[src/rtl/seq_gen_serial.sv]
// Serial pattern generator: sends PATTERN MSB-first repeat_n times under out_ready flow control.
// Optional macro SEQ_GEN_GAP_EN inserts a one-cycle idle GAP between repetitions.
module seq_gen_serial #(
  parameter int                 PAT_W   = 4,
  parameter logic [PAT_W-1:0]   PATTERN = 4'b1010,
  parameter int                 CNT_W   = 4
) (
  input  logic             clk,
  input  logic             rst,
  input  logic             start,
  input  logic [CNT_W-1:0] repeat_n,
  input  logic             out_ready,
  output logic             data_out,
  output logic             data_valid,
  output logic             busy,
  output logic             done
);

  localparam int BC_W = $clog2(PAT_W + 1);

`ifdef SEQ_GEN_GAP_EN
  typedef enum logic [1:0] {IDLE, SHIFT, GAP, DONE} state_t;
`else
  typedef enum logic [1:0] {IDLE, SHIFT, DONE} state_t;
`endif

  state_t           r_state, w_state_nxt;
  logic [PAT_W-1:0] r_sh, w_sh_nxt;
  logic [BC_W-1:0]  r_bcnt, w_bcnt_nxt;
  logic [CNT_W-1:0] r_reps, w_reps_nxt;
  logic             w_last;

  assign w_last = (r_bcnt == BC_W'(PAT_W - 1));

  always_ff @(posedge clk) begin
    if (rst) begin
      r_state <= IDLE;
      r_sh    <= '0;
      r_bcnt  <= '0;
      r_reps  <= '0;
    end else begin
      r_state <= w_state_nxt;
      r_sh    <= w_sh_nxt;
      r_bcnt  <= w_bcnt_nxt;
      r_reps  <= w_reps_nxt;
    end
  end

  always_comb begin
    w_state_nxt = r_state;
    w_sh_nxt    = r_sh;
    w_bcnt_nxt  = r_bcnt;
    w_reps_nxt  = r_reps;
    case (r_state)
      IDLE: begin
        if (start && (repeat_n != '0)) begin
          w_sh_nxt    = PATTERN;
          w_bcnt_nxt  = '0;
          w_reps_nxt  = repeat_n;
          w_state_nxt = SHIFT;
        end
      end
      SHIFT: begin
        if (out_ready) begin
          if (w_last) begin
            if (r_reps > CNT_W'(1)) begin
              w_reps_nxt = r_reps - CNT_W'(1);
              w_sh_nxt   = PATTERN;
              w_bcnt_nxt = '0;
`ifdef SEQ_GEN_GAP_EN
              w_state_nxt = GAP;
`else
              w_state_nxt = SHIFT;
`endif
            end else begin
              w_sh_nxt    = '0;
              w_bcnt_nxt  = '0;
              w_reps_nxt  = '0;
              w_state_nxt = DONE;
            end
          end else begin
            w_sh_nxt   = r_sh << 1;
            w_bcnt_nxt = r_bcnt + BC_W'(1);
          end
        end
      end
`ifdef SEQ_GEN_GAP_EN
      GAP:     w_state_nxt = SHIFT;
`endif
      DONE:    w_state_nxt = IDLE;
      default: w_state_nxt = IDLE;
    endcase
  end

  assign data_valid = (r_state == SHIFT);
  assign data_out   = data_valid & r_sh[PAT_W-1];
  assign busy       = (r_state != IDLE);
  assign done       = (r_state == DONE);

endmodule

[config.mk]
export PLATFORM = sky130hd
export DESIGN_NAME = seq_gen_serial
export DESIGN_NICKNAME = d
export VERILOG_FILES = /design/src/rtl/seq_gen_serial.sv
export SDC_FILE = /design/constraint.sdc
export NUM_CORES = 1
export LEC_CHECK = 0
export CAP_MARGIN = 40
export CORE_AREA = 2 2 39 41
export CTS_BUF_LIST = sky130_fd_sc_hd__clkbuf_8
export CTS_CLUSTER_DIAMETER = 30
export DETAILED_ROUTE_END_ITERATION = 12
export DIE_AREA = 0 0 41 43
export PLACE_DENSITY = 0.76
export SLEW_MARGIN = 20
export SYNTH_ARGS = -nofsm -noshare
export SYNTH_HDL_FRONTEND = slang
export SYNTH_SLANG_ARGS = --single-unit
[constraint.sdc]
create_clock -name clk -period 2.3 [get_ports clk]
set_input_delay 0.46 -clock clk [delete_from_list [all_inputs] [get_ports clk]]
set_output_delay 0.46 -clock clk [all_outputs]
set_load 0.005 [all_outputs]
==> results of run 1 <==
[flip-flops by register name (all words and copies together), names as in the netlist]
register,cells
r_state,2
r_sh,3
r_reps,4
r_bcnt,3
[layer usage]
layer	vias up	GRT usage (%)	share of wire [%]
li1	292	-	-
met1	258	21.85	44
met2	28	31.25	48
met3	4	3.141	5.8
met4	0	12.00	1.7
met5	-	0	0
[final timing paths]
check                  start         to  slack (ps)  depth (start not counted)
setup / recovery  r_state[1]   data_out         300                          4
hold / removal       r_sh[1]    r_sh[2]         490                          2
setup reg to reg   r_reps[0]  r_reps[3]         640                          6
hold reg to reg      r_sh[1]    r_sh[2]         490                          2
[critical path, cell delays in order (launching register included)]
cell             delay (ps)
dfxtp_1                 320
nand2b_1                160
inv_1                   190
and2_1                  150
clkdlybuf4s50_1         480
[layout by cell type (no fill, tap or decap)]
master	netlist	final
dfxtp_1	12	12
clkdlybuf4s50_1	0	11
nor2_1	9	9
nand2_1	6	6
inv_1	4	4
nand2b_1	4	4
a21oi_1	4	4
clkbuf_8	0	4
nor3_1	3	3
ha_1	3	3
a22oi_1	2	2
a211oi_1	2	2
o211ai_1	2	2
and2_1	1	1
nor2b_1	1	1
or4_4	1	1
nor3b_1	1	1
nand3b_1	1	1
o2bb2ai_2	1	1
or2_2	1	1
a311oi_1	1	1
a22o_1	1	1
nand2b_4	1	1
nand4_1	1	1
a21oi_2	1	1
a211oi_2	1	1
a311oi_2	1	1
nor4_1	1	1
xnor2_1	1	1
o21ai_1	1	1
and3b_1	1	1
xor2_1	1	1
o21ai_0	1	1
mux2i_1	1	1
buf_4	0	1
[final cells by class]
cell class | instances | area share, %
clock buffers | 4 | 6.607
inverters | 4 | 1.802
multi-input cells | 56 | 46.25
flip-flops and latches | 12 | 28.83
well taps | 16 | 2.402
repair buffers | 12 | 14.11
[metrics by stage]
step	area (µm²)	utilization, %	std cells
global route	833.3	60.22	104
CTS	833.3	60.22	104
finish	833.3	60.22	104
detailed placement	778.2	56.24	100
floorplan	659.4	-	75
global placement	778.2	56.24	100
[cells in the mapped netlist (2+ instances only)]
library cell	number
a211oi_1	2
a21oi_1	4
a22oi_1	2
clkbuf_1	2
dfxtp_1	12
ha_1	3
inv_1	4
nand2_1	6
nand2b_1	4
nor2_1	9
nor3_1	3
o211ai_1	2
[kinds of logic (layout without fill, tap and decap cells)]
logic type,Yosys count,count (layout),share of synthesized area (%)
AOI/OAI and AO/OA,18,18,21.82
xor gates and xnor gates,2,2,2.657
adders and majority gates,3,3,5.693
buffers and inverters,7,20,5.123
DFF,12,12,36.43
muxes,1,1,1.518
and+or+nand+nor,32,32,26.76
[power groups by stage]
stage,registers (W),logic [W],clock network [W]
4_1_cts,0.000243,0.000153,0.000231
2_1_floorplan,0.000244,0.000111,0
5_1_grt,0.000245,0.000172,0.000239
6_report,0.000244,0.000153,0.000221
3_5_place_dp,0.000247,0.000153,0
3_3_place_gp,0.000246,0.000149,0
==> impl_results.md, run 1 <==
- Outcome: finished, final reports clean
- Post-synthesis cell type count: 34
- I/O pin total: 12
- Fin nets: 100
- NetSw: around 0.00017 W
- Via count: around 580
- Post-Syn Area per Cell: slightly below 9 µm²
- Vias per std cell: between 5 and 6
- Combinational share of power: 24.7%
- Pre-CTS setup slack: approximately 140 ps
- CP arrival: ~1500 ps
- Switching part of the total: 26.79%
- Post-CTS setup buffer count: 0
- Largest net degree at the start of global routing: 13
- Clock power share: about 36%
- Post-CTS Hold Fix Bufs: 0
- Register Area: 240.2 µm²
- Setup tns final: 0 ps
- Final worst slack: ~300 ps
- Worst Tran Pin Value: a little over 500 ps
- Antenna Cells: 0
- 1st-pass router iterations: 4
- GP Congestion: about 0.79
- Antenna viol nets, final: 0
- Sequential Power Share: 39.4%
- F_max: about 500 MHz
- Final Cycle Share: 87.00%
- Initial antenna violation count: 0
- Die Y-Extent: around 43 µm
- Clock slew at reported path FFs: around 50 ps
- Skew final: between 2 and 2.5 ps
- RSZ-0062 raised after global routing: no
- Crit. End Element: output port
- Num CTS Buffers: 3
- Total gr overflow: 0
- Sequential area share after synthesis: between 30 and 40%
- Leakage: approximately 0.33 nW
- PostCTS Resize Cnt: 0
- Internal cell power: 0.0004522 W
- Site Rows: 14
- Crit path time final: approximately 2000 ps
- Htree depth: 1
- Area taken by multi-input logic gates: between 300 and 400 µm²
- Largest area contributor in the netlist: dfxtp_1
- Flops & latches, synth: 12
- PD cells: 741.3 mW/mm²
- I/O Buffers: 11
- Number of fill cells: 130
- Syn nets: 86
- Worst-Skew Late Latency: between 200 and 250 ps
- First-pass GRT wire length: 2249 µm
- Asr flop ratio synth: 0%
- CTS tree: yes
- Post-synthesis cell area: around 660 µm²
- Slew Limit Fails: 0
- Die area: between 0.0015 and 0.002 mm²
- Core ar.: 0.001384 mm²
- Post-Route WL: 1310 µm
- Layout area overhead: 26.38%
- Die X: about 41 µm
- Clk buf depth: 2
- Post-synth EDFFs: 0
- Top_reg_cell synth: dfxtp_1
- Worst-path fanout max: 7
- Startpoint class of the critical path: flop
- Final setup viols: 0
- Hold Path Class: flop to flop
- Initial core utilization: between 40% and 50%
- Fraction of layout cells with a size suffix above 1: a little over an eighth
- # clock sinks: 12
- Gr usage total: about a fifth
- Residual DRC count: 0
- HPWL after DPL: about 980 µm
- YS warnings: 0
- Final hold violation count: 0
- Final total power: roughly 0.0006 W
- Vias in the first global route: 575
- Slew Limit Headroom: between 60% and 70%
- Setup Crit Path Kind: flop to output port
- Syn Inst Count: 75
- Clk root buf: clkbuf_8
- Top cells by area, synth: dfxtp_1, ha_1, nor2_1
- Initial DRC Count: 28
- Worst vdd ir: around 0.50 mV
- Share of the synthesized area in the top cell type: a little over a third
- Wire per inst: 12.60 µm
- CP required: roughly 1800 ps
- Hold slack: about 490 ps
- Max cap viols: 0
Note: power is estimated with default switching activity, not from simulation.
==> run 2: changes to the inputs <==
--- a/config.mk
+++ b/config.mk
@@ -11,7 +11,7 @@
 export CTS_CLUSTER_DIAMETER = 30
 export DETAILED_ROUTE_END_ITERATION = 12
 export DIE_AREA = 0 0 41 43
-export PLACE_DENSITY = 0.76
+export PLACE_DENSITY_LB_ADDON = 0.12
 export SLEW_MARGIN = 20
 export SYNTH_ARGS = -nofsm -noshare
 export SYNTH_HDL_FRONTEND = slang
==> run 2 against run 1 <==
Net effect:
- final area stayed put
- critical path type unchanged
- maximum frequency shrank 0.22%
- critical path depth did not move
- via count down 4.5%
- routed wire length decreased by 4.9%
- sequential cell count unchanged
- combinational power shrank 3%
- clock power grew 5%
- first-iteration DRC count shrank 75%
- clock-buffer cell count is the same
- worst hold slack got worse by 0.68 ps
- die area is the same
==> impl_results.md, run 2 (synthesis gave the netlist of run 1 again) <==
- CTS tree: yes
- Total gr overflow: 0 (unchanged)
- Slowest CP cell: clkdlybuf4s50_1
- Clk root buf: clkbuf_8
- PostCTS Resize Cnt: 0 (unchanged)
- Final instance area: 833.3 µm² (unchanged)
- Layout area overhead: 26.38% (unchanged)
- Largest register FFs: 4 (unchanged)
- Vias per std cell: 5.346 (-4.5%)
- Antenna viol nets, final: 0 (unchanged)
- Reg with most FFs: r_reps
- Crit path time final: 2005 ps (+4.409 ps)
- Leakage: 0.3254 nW (unchanged)
- Htree depth: 1 (unchanged)
- Max cap viols: 0 (unchanged)
- Initial core utilization: 47.65% (unchanged)
- First-pass GRT wire length: 2035 µm (-9.5%)
- Worst-Skew Late Latency: 240 ps (about the same)
- Wire per inst: 11.98 µm (-4.9%)
- Fin nets: 100 (unchanged)
- Gr usage total: 17.68% (-1.6 points)
- Biggest regs: r_reps x4, r_bcnt x3, r_sh x3
- Core ar.: 0.001384 mm² (unchanged)
- Clk buf depth: 2 (unchanged)
- Slew Limit Headroom: 67.19% (+0.80 points)
- Die X: 41 µm (unchanged)
- Slew Limit Fails: 0 (unchanged)
- Clock slew at reported path FFs: 50 ps (about the same)
- CP arrival: 1550 ps (about the same)
- Antenna Cells: 0 (unchanged)
- Post-CTS setup buffer count: 0 (unchanged)
- Worst vdd ir: 0.3977 mV (-20%)
- Placed instance count: 100 (unchanged)
- Crit. End Element: output port
- CP required: 1840 ps (about the same)
- Largest net degree at the start of global routing: 13 (unchanged)
- Post-DP Area: 778.2 µm² (unchanged)
- HPWL after DPL: 941 µm (-4.0%)
- Number of fill cells: 128 (-1.5%)
- Final worst slack: 294.7 ps (-4.409 ps)
- Post-CTS Hold Fix Bufs: 0 (unchanged)
- Setup tns final: 0 ps (unchanged)
- Post-Route WL: 1246 µm (-4.9%)
- # clock sinks: 12 (unchanged)
- Initial antenna violation count: 0 (unchanged)
- Fraction of layout cells with a size suffix above 1: 13.64% (unchanged)
- Worst Tran Pin Value: 490.7 ps (-12.01 ps)
- Site Rows: 14 (unchanged)
- Die area: 0.001763 mm² (unchanged)
- Final Cycle Share: 87.19% (+0.19 points)
- Worst-path fanout max: 7 (unchanged)
- Hold Path Class: flop to flop
- Outcome: finished, final reports clean
- F_max: 498.7 MHz (-0.22%)
- Residual DRC count: 0 (unchanged)
- I/O pin total: 12 (unchanged)
- GP Congestion: 0.7187 (-9.1%)
- Most frequent cells in the layout: dfxtp_1, clkdlybuf4s50_1, nor2_1, nand2_1
- Final setup viols: 0 (unchanged)
- Skew final: 0.4800 ps (-1.689 ps)
- RSZ-0062 raised after global routing: no
- Initial DRC Count: 7 (-75%)
- 1st-pass router iterations: 4 (unchanged)
- Num CTS Buffers: 3 (unchanged)
- Most common cell after layout, fill and taps aside: dfxtp_1
- Die Y-Extent: 43 µm (unchanged)
- PD cells: 748.4 mW/mm² (+0.96%)
- Startpoint class of the critical path: flop
- Final hold violation count: 0 (unchanged)
- CP Cell Sequence: nand2b_1, inv_1, and2_1, clkdlybuf4s50_1
- I/O Buffers: 11 (unchanged)
- Non-Filler Instances: 104 (unchanged)
- Pre-CTS setup slack: 133.8 ps (-5.474 ps)
- Via count: 556 (-4.5%)
- Vias in the first global route: 507 (-12%)
- CP max stage delay: 490 ps (about the same)
- Setup Crit Path Kind: flop to output port
==> run 2: cell counts in the layout (fill, tap and decap cells not counted) <==
No cell type changed its count.
==> run 2: worst paths after layout <==
check / startpoint / cells past startpoint / slack (ps) / end
max: r_state[1] / 4 / 290 / data_out
min: r_sh[1] / 2 / 490 / r_sh[2]
min reg2reg: r_sh[1] / 2 / 490 / r_sh[2]
max reg2reg: r_reps[0] / 6 / 710 / r_reps[3]
==> run 2: critical path: cells and delay by family (launching register included) <==
kind	cells	cell delay (ps)
flip-flops	1	320
AND/OR/NAND/NOR	2	310
buffers and inverters	2	670
==> run 2: metal layers <==
| layer | up-vias | track usage (%) | part of all wire (%) |
|---|---|---|---|
| met3 | 4 | 3.141 | 4.0 |
| met2 | 13 | 27.19 | 47 |
| met5 | - | 0 | 0 |
| met1 | 247 | 20.00 | 47 |
| met4 | 0 | 14.00 | 2.1 |
| li1 | 292 | - | - |
==> run 2: through the flow <==
step	util, %	hold slack (ps)	total power [W]
after global placement	56.24	484.2	0.0003958
after CTS	60.22	491.4	0.0006339
after detailed placement	56.24	483.6	0.0003971
final	60.22	486.7	0.0006236
after floorplan	-	463.1	0.0003542
after global routing	60.22	503.1	0.0006626
==> run 2: layout make-up <==
cell class / instances / area (µm²) / area share, %
multi-input cells: 56 / 385.4 / 46.25
flip-flops and latches: 12 / 240.2 / 28.83
repair buffers: 12 / 117.6 / 14.11
clock buffers: 4 / 55.05 / 6.607
well taps: 16 / 20.02 / 2.402
inverters: 4 / 15.01 / 1.802
==> run 2: report_power, final <==
group | total, W | switching [W] | internal, W
registers | 0.000243 | 0.0000156 | 0.000227
logic | 0.000149 | 0.0000753 | 0.0000739
clock network | 0.000231 | 0.0000799 | 0.000151
total | 0.000624 | 0.000171 | 0.000453
